===== config.mk =====
export PLATFORM = sky130hd
export DESIGN_NAME = delta_frame_ctrl
export DESIGN_NICKNAME = d
export VERILOG_FILES = /design/src/rtl/delta_frame_ctrl_pkg.sv /design/src/rtl/delta_tap_addr_gen.sv /design/src/rtl/delta_frame_ctrl.sv
export SDC_FILE = /design/constraint.sdc
export NUM_CORES = 1
export LEC_CHECK = 0
export CAP_MARGIN = 20
export CORE_ASPECT_RATIO = 0.75
export CORE_UTILIZATION = 55
export DETAILED_ROUTE_END_ITERATION = 8
export MAX_ROUTING_LAYER = met4
export PLACE_DENSITY = 0.89
export REMOVE_ABC_BUFFERS = 1
export SKIP_LAST_GASP = 1
export SLEW_MARGIN = 20
export SYNTH_ARGS = -nofsm -noshare
export SYNTH_HDL_FRONTEND = slang
export SYNTH_SLANG_ARGS = --single-unit

===== constraint.sdc =====
create_clock -name clk -period 5.1 [get_ports clk]
set_input_delay 0.765 -clock clk [delete_from_list [all_inputs] [get_ports clk]]
set_output_delay 0.765 -clock clk [all_outputs]
set_load 0.05 [all_outputs]

===== src/rtl/delta_frame_ctrl_pkg.sv =====
// Shared types and constants for the delta-cepstrum frame controller.
// Edge handling is selected by DELTA_EDGE_REPLICATE_EN (see delta_tap_addr_gen).
package delta_frame_ctrl_pkg;

  typedef enum logic [2:0] {
    S_IDLE,
    S_WAIT,
    S_ISSUE,
    S_NEXT,
    S_DONE
  } state_t;

  localparam int unsigned T_START_NOCLAMP = 4;
  localparam int unsigned TAP_NUM         = 4;

  typedef logic signed [2:0] weight_t;

  localparam weight_t W_M2 = -3'sd2;
  localparam weight_t W_M1 = -3'sd1;
  localparam weight_t W_P1 = 3'sd1;
  localparam weight_t W_P2 = 3'sd2;

endpackage


===== src/rtl/delta_tap_addr_gen.sv =====
// Combinational tap address/weight generator for one delta tap of centre frame t.
// With DELTA_EDGE_REPLICATE_EN defined, addresses are clamped to [0, frame_total-1].
module delta_tap_addr_gen
  import delta_frame_ctrl_pkg::*;
#(
  parameter int unsigned COUNTER_VALUE_WIDTH = 7
) (
  input  logic [COUNTER_VALUE_WIDTH-1:0] t,
  input  logic [1:0]                     tap,
`ifdef DELTA_EDGE_REPLICATE_EN
  input  logic [COUNTER_VALUE_WIDTH-1:0] frame_total,
`endif
  output logic [COUNTER_VALUE_WIDTH-1:0] frame,
  output weight_t                        weight
);

  localparam int unsigned CW = COUNTER_VALUE_WIDTH;

`ifdef DELTA_EDGE_REPLICATE_EN
  logic [CW:0] t_ext;
  logic [CW:0] addr;
  logic [CW:0] lim;

  assign t_ext = {1'b0, t};
  assign lim   = {1'b0, frame_total} - (CW+1)'(1);

  always_comb begin
    weight = W_M2;
    addr   = t_ext - (CW+1)'(2);
    case (tap)
      2'd0: begin weight = W_M2; addr = t_ext - (CW+1)'(2); end
      2'd1: begin weight = W_M1; addr = t_ext - (CW+1)'(1); end
      2'd2: begin weight = W_P1; addr = t_ext + (CW+1)'(1); end
      default: begin weight = W_P2; addr = t_ext + (CW+1)'(2); end
    endcase
    // t-1/t-2 below zero wraps into the spare top bit
    if (!tap[1] && addr[CW])
      addr = '0;
    else if (tap[1] && (addr > lim))
      addr = lim;
    frame = addr[CW-1:0];
  end
`else
  always_comb begin
    weight = W_M2;
    frame  = t - CW'(2);
    case (tap)
      2'd0: begin weight = W_M2; frame = t - CW'(2); end
      2'd1: begin weight = W_M1; frame = t - CW'(1); end
      2'd2: begin weight = W_P1; frame = t + CW'(1); end
      default: begin weight = W_P2; frame = t + CW'(2); end
    endcase
  end
`endif

endmodule


===== src/rtl/delta_frame_ctrl.sv =====
// Sequences the 4-tap delta regression over all coefficients of each centre frame.
// Macro DELTA_EDGE_REPLICATE_EN enables edge-replicated (clamped) frames 0..frame_total-1.
module delta_frame_ctrl
  import delta_frame_ctrl_pkg::*;
#(
  parameter int unsigned COUNTER_VALUE_WIDTH = 7,
  parameter int unsigned COEF_NUM            = 13,
  parameter int unsigned COEF_WIDTH          = 4
) (
  input  logic                           clk,
  input  logic                           rst_n,
  input  logic                           start,
  input  logic [COUNTER_VALUE_WIDTH-1:0] frame_total,
  input  logic [COUNTER_VALUE_WIDTH-1:0] frame_avail,
  output logic                           req_valid,
  input  logic                           req_ready,
  output logic [COUNTER_VALUE_WIDTH-1:0] req_frame,
  output logic [COEF_WIDTH-1:0]          req_coef,
  output logic signed [2:0]              req_weight,
  output logic                           req_first,
  output logic                           req_last,
  output logic [COUNTER_VALUE_WIDTH-1:0] out_frame,
  output logic                           busy,
  output logic                           done,
  output logic                           err
);

  localparam int unsigned CW = COUNTER_VALUE_WIDTH;

  state_t                state;
  logic [CW-1:0]         t;
  logic [CW-1:0]         tot;
  logic [COEF_WIDTH-1:0] coef;
  logic [1:0]            tap;

  logic [CW-1:0]         t_start;
  logic [CW-1:0]         t_end;
  logic                  too_short;
  logic [CW-1:0]         gen_t;
  logic [1:0]            gen_tap;
  logic [CW-1:0]         gen_frame;
  weight_t               gen_weight;
  logic [CW:0]           need_pos;
  logic                  avail_ok;
  logic                  hs;
  logic                  last_tap;
  logic                  last_coef;
  logic                  enter_issue;

`ifdef DELTA_EDGE_REPLICATE_EN
  assign t_start   = '0;
  assign t_end     = tot - CW'(1);
  assign too_short = (frame_total == '0);
`else
  assign t_start   = CW'(T_START_NOCLAMP);
  assign t_end     = tot - CW'(5);
  assign too_short = (frame_total < CW'(9));
`endif

  // NEXT evaluates readiness of t+1 so a frame boundary costs a single idle cycle
  assign gen_t    = (state == S_NEXT) ? (t + CW'(1)) : t;
  assign gen_tap  = (state == S_ISSUE) ? (tap + 2'd1) : 2'd0;
  assign need_pos = {1'b0, gen_t} + (CW+1)'(3);
  assign avail_ok = {1'b0, frame_avail} >= ((need_pos < {1'b0, tot}) ? need_pos : {1'b0, tot});

  assign hs        = req_valid && req_ready;
  assign last_tap  = (tap == 2'(TAP_NUM - 1));
  assign last_coef = (coef == COEF_WIDTH'(COEF_NUM - 1));
  assign enter_issue = avail_ok && ((state == S_WAIT) || ((state == S_NEXT) && (t != t_end)));
  assign out_frame = t;

  delta_tap_addr_gen #(
    .COUNTER_VALUE_WIDTH(CW)
  ) u_addr (
    .t          (gen_t),
    .tap        (gen_tap),
`ifdef DELTA_EDGE_REPLICATE_EN
    .frame_total(tot),
`endif
    .frame      (gen_frame),
    .weight     (gen_weight)
  );

  always_ff @(posedge clk) begin
    if (!rst_n) begin
      state      <= S_IDLE;
      t          <= CW'(T_START_NOCLAMP);
      tot        <= '0;
      coef       <= '0;
      tap        <= '0;
      req_valid  <= 1'b0;
      req_frame  <= '0;
      req_coef   <= '0;
      req_weight <= '0;
      req_first  <= 1'b0;
      req_last   <= 1'b0;
      busy       <= 1'b0;
      done       <= 1'b0;
      err        <= 1'b0;
    end else begin
      done <= 1'b0;
      unique case (state)
        S_IDLE: begin
          if (start) begin
            err  <= too_short;
            tot  <= frame_total;
            t    <= t_start;
            coef <= '0;
            tap  <= '0;
            if (too_short) begin
              state <= S_DONE;
              done  <= 1'b1;
            end else begin
              state <= S_WAIT;
              busy  <= 1'b1;
            end
          end
        end
        S_WAIT: ;
        S_ISSUE: begin
          if (hs) begin
            if (last_tap && last_coef) begin
              state     <= S_NEXT;
              req_valid <= 1'b0;
              req_first <= 1'b0;
              req_last  <= 1'b0;
            end else begin
              tap        <= gen_tap;
              req_frame  <= gen_frame;
              req_weight <= gen_weight;
              req_first  <= (gen_tap == 2'd0);
              req_last   <= (gen_tap == 2'(TAP_NUM - 1));
              if (last_tap) begin
                coef     <= coef + COEF_WIDTH'(1);
                req_coef <= coef + COEF_WIDTH'(1);
              end
            end
          end
        end
        S_NEXT: begin
          if (t == t_end) begin
            state <= S_DONE;
            done  <= 1'b1;
            busy  <= 1'b0;
          end else begin
            t     <= gen_t;
            state <= S_WAIT;
          end
        end
        S_DONE: state <= S_IDLE;
        default: state <= S_IDLE;
      endcase

      if (enter_issue) begin
        state      <= S_ISSUE;
        req_valid  <= 1'b1;
        req_first  <= 1'b1;
        req_last   <= 1'b0;
        req_frame  <= gen_frame;
        req_weight <= gen_weight;
        req_coef   <= '0;
        coef       <= '0;
        tap        <= '0;
      end
    end
  end

endmodule


==> impl_metrics.ini <==
[status]
status = finished, final reports clean

[floorplan]
floorplan.rows = 23
initial_utilization = 0.591
die_span_x_microns = 91.2
boundaryPins = 45
coreArea_sq_mm = 0.00555
die_area_sq_mm = 0.00628
die_height_microns = 68.9

[grt]
vias_in_the_first_global_route = 2929
grt_start_max_net_pins = 29
grt.total_usage = 0.276
global_route.overflow_total = 0
antenna_violations_before_repair = 0
grt_pass1_wl_mm = 13.1

[routing]
drt-vias-per-instance = 5.99
drt.antenna.violating_nets = 0
wl_mm = 8.21
vias = 3087
route.detailed.drc = 0
routed_wire_length_per_instance_microns = 15.9
drt_iter0_drc = 323
detail_route.first_pass.iterations = 5

[power]
cellLeakagePower_nw = 1.56
power.density_mw_per_mm2 = 254
max-vdd-ir-drop_mv = 0.230

[final_layout]
nets = 493
postLayoutCellArea_sq_mm = 0.00394
area.growth.synth_to_final_pct = 19.9
post_layout_nonfiller_instances = 515
multi_input_comb_area_sq_mm = 0.00226
layout_common_cells = sky130_fd_sc_hd__clkdlybuf4s50_1, sky130_fd_sc_hd__nand2_1, sky130_fd_sc_hd__dfxtp_1
seqCellArea_sq_um = 865
final.fill_count = 429
post_route_cells_drive_above_1_share = 0.100
antennaDiodeCount = 0
mostFrequentLayoutCell = sky130_fd_sc_hd__clkdlybuf4s50_1

[clocking]
clk_pin_slew_ps = 90
clkSinkCount = 43
numCtsBuffers = 5
cts-htree-levels = 2
clk-insertion-delay-late_ps = 310
worst_case_clock_buffer_depth = 2
holdBufCountCts = 0
cts.root.buffer_cell = sky130_fd_sc_hd__clkbuf_8
cts_tree = yes

[synth]
ys_seq_elements = 43
dominantRegCellSynth = sky130_fd_sc_hd__dfxtp_1
synth.top_cells.by_area = sky130_fd_sc_hd__dfxtp_1, sky130_fd_sc_hd__ha_1, sky130_fd_sc_hd__a21oi_1, sky130_fd_sc_hd__xnor2_1, sky130_fd_sc_hd__nand2_1
synth_largest_area_cell = sky130_fd_sc_hd__dfxtp_1
yosysWarningCount = 0
synth.yosys.seq_area_share = 0.262
synth.distinct_cells = 63
netlist.area_leader.share = 0.262
avgSynthCellArea_sq_um = 8.33
post_synth_instance_area_sq_mm = 0.00328
syn_inst = 394
count_of_flip_flops_with_a_built_in_enable_after_synthesis = 0
postSynth.asyncResetShare = 0

[place]
place.detailed.hpwl_mm = 6.22
place_congestion = 0.928
dpl.cell_count = 506
placedInstanceArea_sq_mm = 0.00379
count_of_input_and_output_buffers = 44

[worst_hold_path]
hold-path-cell-count = 2
hold_class = flip-flop to flip-flop
holdPathEnd = req_frame[3]
hold_start = req_frame[3]

[sta]
hold_viol = 0
rsz_0062_raised_after_global_routing = false
post-route-period-util = 0.943
setup_viol = 0
max_freq_ghz = 0.208
max_slew.worst_pin.slew_ps = 766
slew_headroom = 0.488
worst_clock_skew_on_the_final_layout_ps = 17.1
report.final.slew_viol_count = 0
fin_setup_tns_ps = 0
post-route-min-period_ps = 4810

[critical_path]
worstPathMaxFanout = 16
worst_ep_arrival_time_ps = 4990
r2r_end = req_frame[2]
crit_required_ps = 5280
worstSetupEndpointType = flip-flop
criticalPathCategory = flip-flop to flip-flop
timing.critical_path.from_type = flip-flop
worst_reg_to_reg_cells = 20
regToRegSetupSlack_ps = 290
reg2reg_from = out_frame[0]

[job]
max-cap-violations = 0
metrics by stage:
| step | hold WS, ps | setup WS [ps] | utilization | power (mW) |
|---|---|---|---|---|
| 3_3_place_gp | 444 | 426 | 0.682 | 0.712 |
| 3_5_place_dp | 456 | 112 | 0.682 | 0.723 |
| 6_report | 467 | 291 | 0.708 | 1.00 |
| 2_1_floorplan | 436 | 258 | - | 0.624 |
| 5_1_grt | 485 | 9.53 | 0.708 | 1.05 |
| 4_1_cts | 468 | 74.1 | 0.703 | 0.995 |
where the power goes:
group / switching [mW] / internal [mW] / leakage, nW / total [mW]
registers: 0.0235 / 0.356 / 0.351 / 0.380
clock network: 0.127 / 0.148 / 0.0548 / 0.275
logic: 0.198 / 0.148 / 1.15 / 0.345
final cells by class:
cell class | instances | share of cell area
multi-input combinational | 311 | 0.574
sequential | 43 | 0.220
timing repair buffer | 53 | 0.129
inverter | 25 | 0.0238
tap | 75 | 0.0238
clock buffer | 5 | 0.0175
clock inverter | 3 | 0.0118
timing repair:
item,4_1_cts,5_1_grt
buffers inserted,0,1
setup endpoints to repair,0,25
gates resized for setup,0,7
cell families (layout without fill, tap and decap cells):
group,after synthesis,count (layout),share of synthesized area
buf+inv,40,86,0.0568
flops,43,43,0.262
simple gates,127,127,0.200
compound gates,102,102,0.209
fa+ha+maj,36,36,0.142
xor+xnor,31,31,0.0827
mux,15,15,0.0477
flip-flops by register name (all words and copies together), names as in the netlist:
| name | flops |
|---|---|
| req_coef | 4 |
| tap | 2 |
| state | 3 |
| done | 1 |
| req_last | 1 |
| req_frame | 7 |
| req_valid | 1 |
| out_frame | 7 |
| coef | 4 |
| tot | 7 |
| busy | 1 |
| err | 1 |
| req_first | 1 |
| req_weight | 3 |
worst max-delay path by stage:
stage                               end  slack, ps         start  cells past startpoint
after CTS                  req_frame[2]         70      state[1]                     21
final                      req_frame[2]        290  out_frame[0]                     20
after global routing       req_frame[2]         10  out_frame[0]                     19
after global placement    req_weight[0]        430      state[1]                     21
after floorplan           req_weight[1]        260  out_frame[1]                     20
after detailed placement   req_frame[2]        110      state[1]                     21
critical path, cell delays in order, from the launching register on:
cell and delay (ps):
sky130_fd_sc_hd__dfxtp_1 490, sky130_fd_sc_hd__ha_1 300, sky130_fd_sc_hd__and4b_1 220, sky130_fd_sc_hd__a21oi_2 230
sky130_fd_sc_hd__ha_1 300, sky130_fd_sc_hd__inv_1 80, sky130_fd_sc_hd__ha_1 230, sky130_fd_sc_hd__a21o_1 160
sky130_fd_sc_hd__a21o_1 180, sky130_fd_sc_hd__a21oi_1 150, sky130_fd_sc_hd__o21ai_0 210, sky130_fd_sc_hd__a31oi_4 250
sky130_fd_sc_hd__mux2_4 320, sky130_fd_sc_hd__ha_1 260, sky130_fd_sc_hd__nand2b_1 140, sky130_fd_sc_hd__a211oi_1 270
sky130_fd_sc_hd__o21a_1 220, sky130_fd_sc_hd__o21a_1 160, sky130_fd_sc_hd__a31o_4 230, sky130_fd_sc_hd__mux2i_1 240
sky130_fd_sc_hd__nor2_1 60
synth_stat cells, types with 3 or more instances:
cell                       instances
sky130_fd_sc_hd__a21o_1            4
sky130_fd_sc_hd__o21a_1            7
sky130_fd_sc_hd__buf_6             3
sky130_fd_sc_hd__nor4_1            3
sky130_fd_sc_hd__clkbuf_1          7
sky130_fd_sc_hd__nand2b_1          5
sky130_fd_sc_hd__xnor2_1          18
sky130_fd_sc_hd__buf_4             3
sky130_fd_sc_hd__ha_1             34
sky130_fd_sc_hd__nor2b_1           6
sky130_fd_sc_hd__mux2i_1          13
sky130_fd_sc_hd__a21oi_1          38
sky130_fd_sc_hd__o21ai_0          19
sky130_fd_sc_hd__dfxtp_1          43
sky130_fd_sc_hd__nand3_1          11
sky130_fd_sc_hd__nand3b_1          6
sky130_fd_sc_hd__a211oi_1          7
sky130_fd_sc_hd__nor2_1           29
sky130_fd_sc_hd__xor2_1           13
sky130_fd_sc_hd__nand2_1          40
sky130_fd_sc_hd__inv_1            23
sky130_fd_sc_hd__o22ai_1           3
sky130_fd_sc_hd__nor3_1           10
metal layers:
| layer | wire (microns) | GRT usage | up-vias |
|---|---|---|---|
| met5 | 0 | - | - |
| met4 | 133 | 0.115 | 0 |
| met3 | 480 | 0.0406 | 18 |
| met2 | 3820 | 0.467 | 116 |
| met1 | 3780 | 0.338 | 1466 |
| li1 | - | - | 1487 |
No activity file was read; power rests on OpenSTA's default activity.
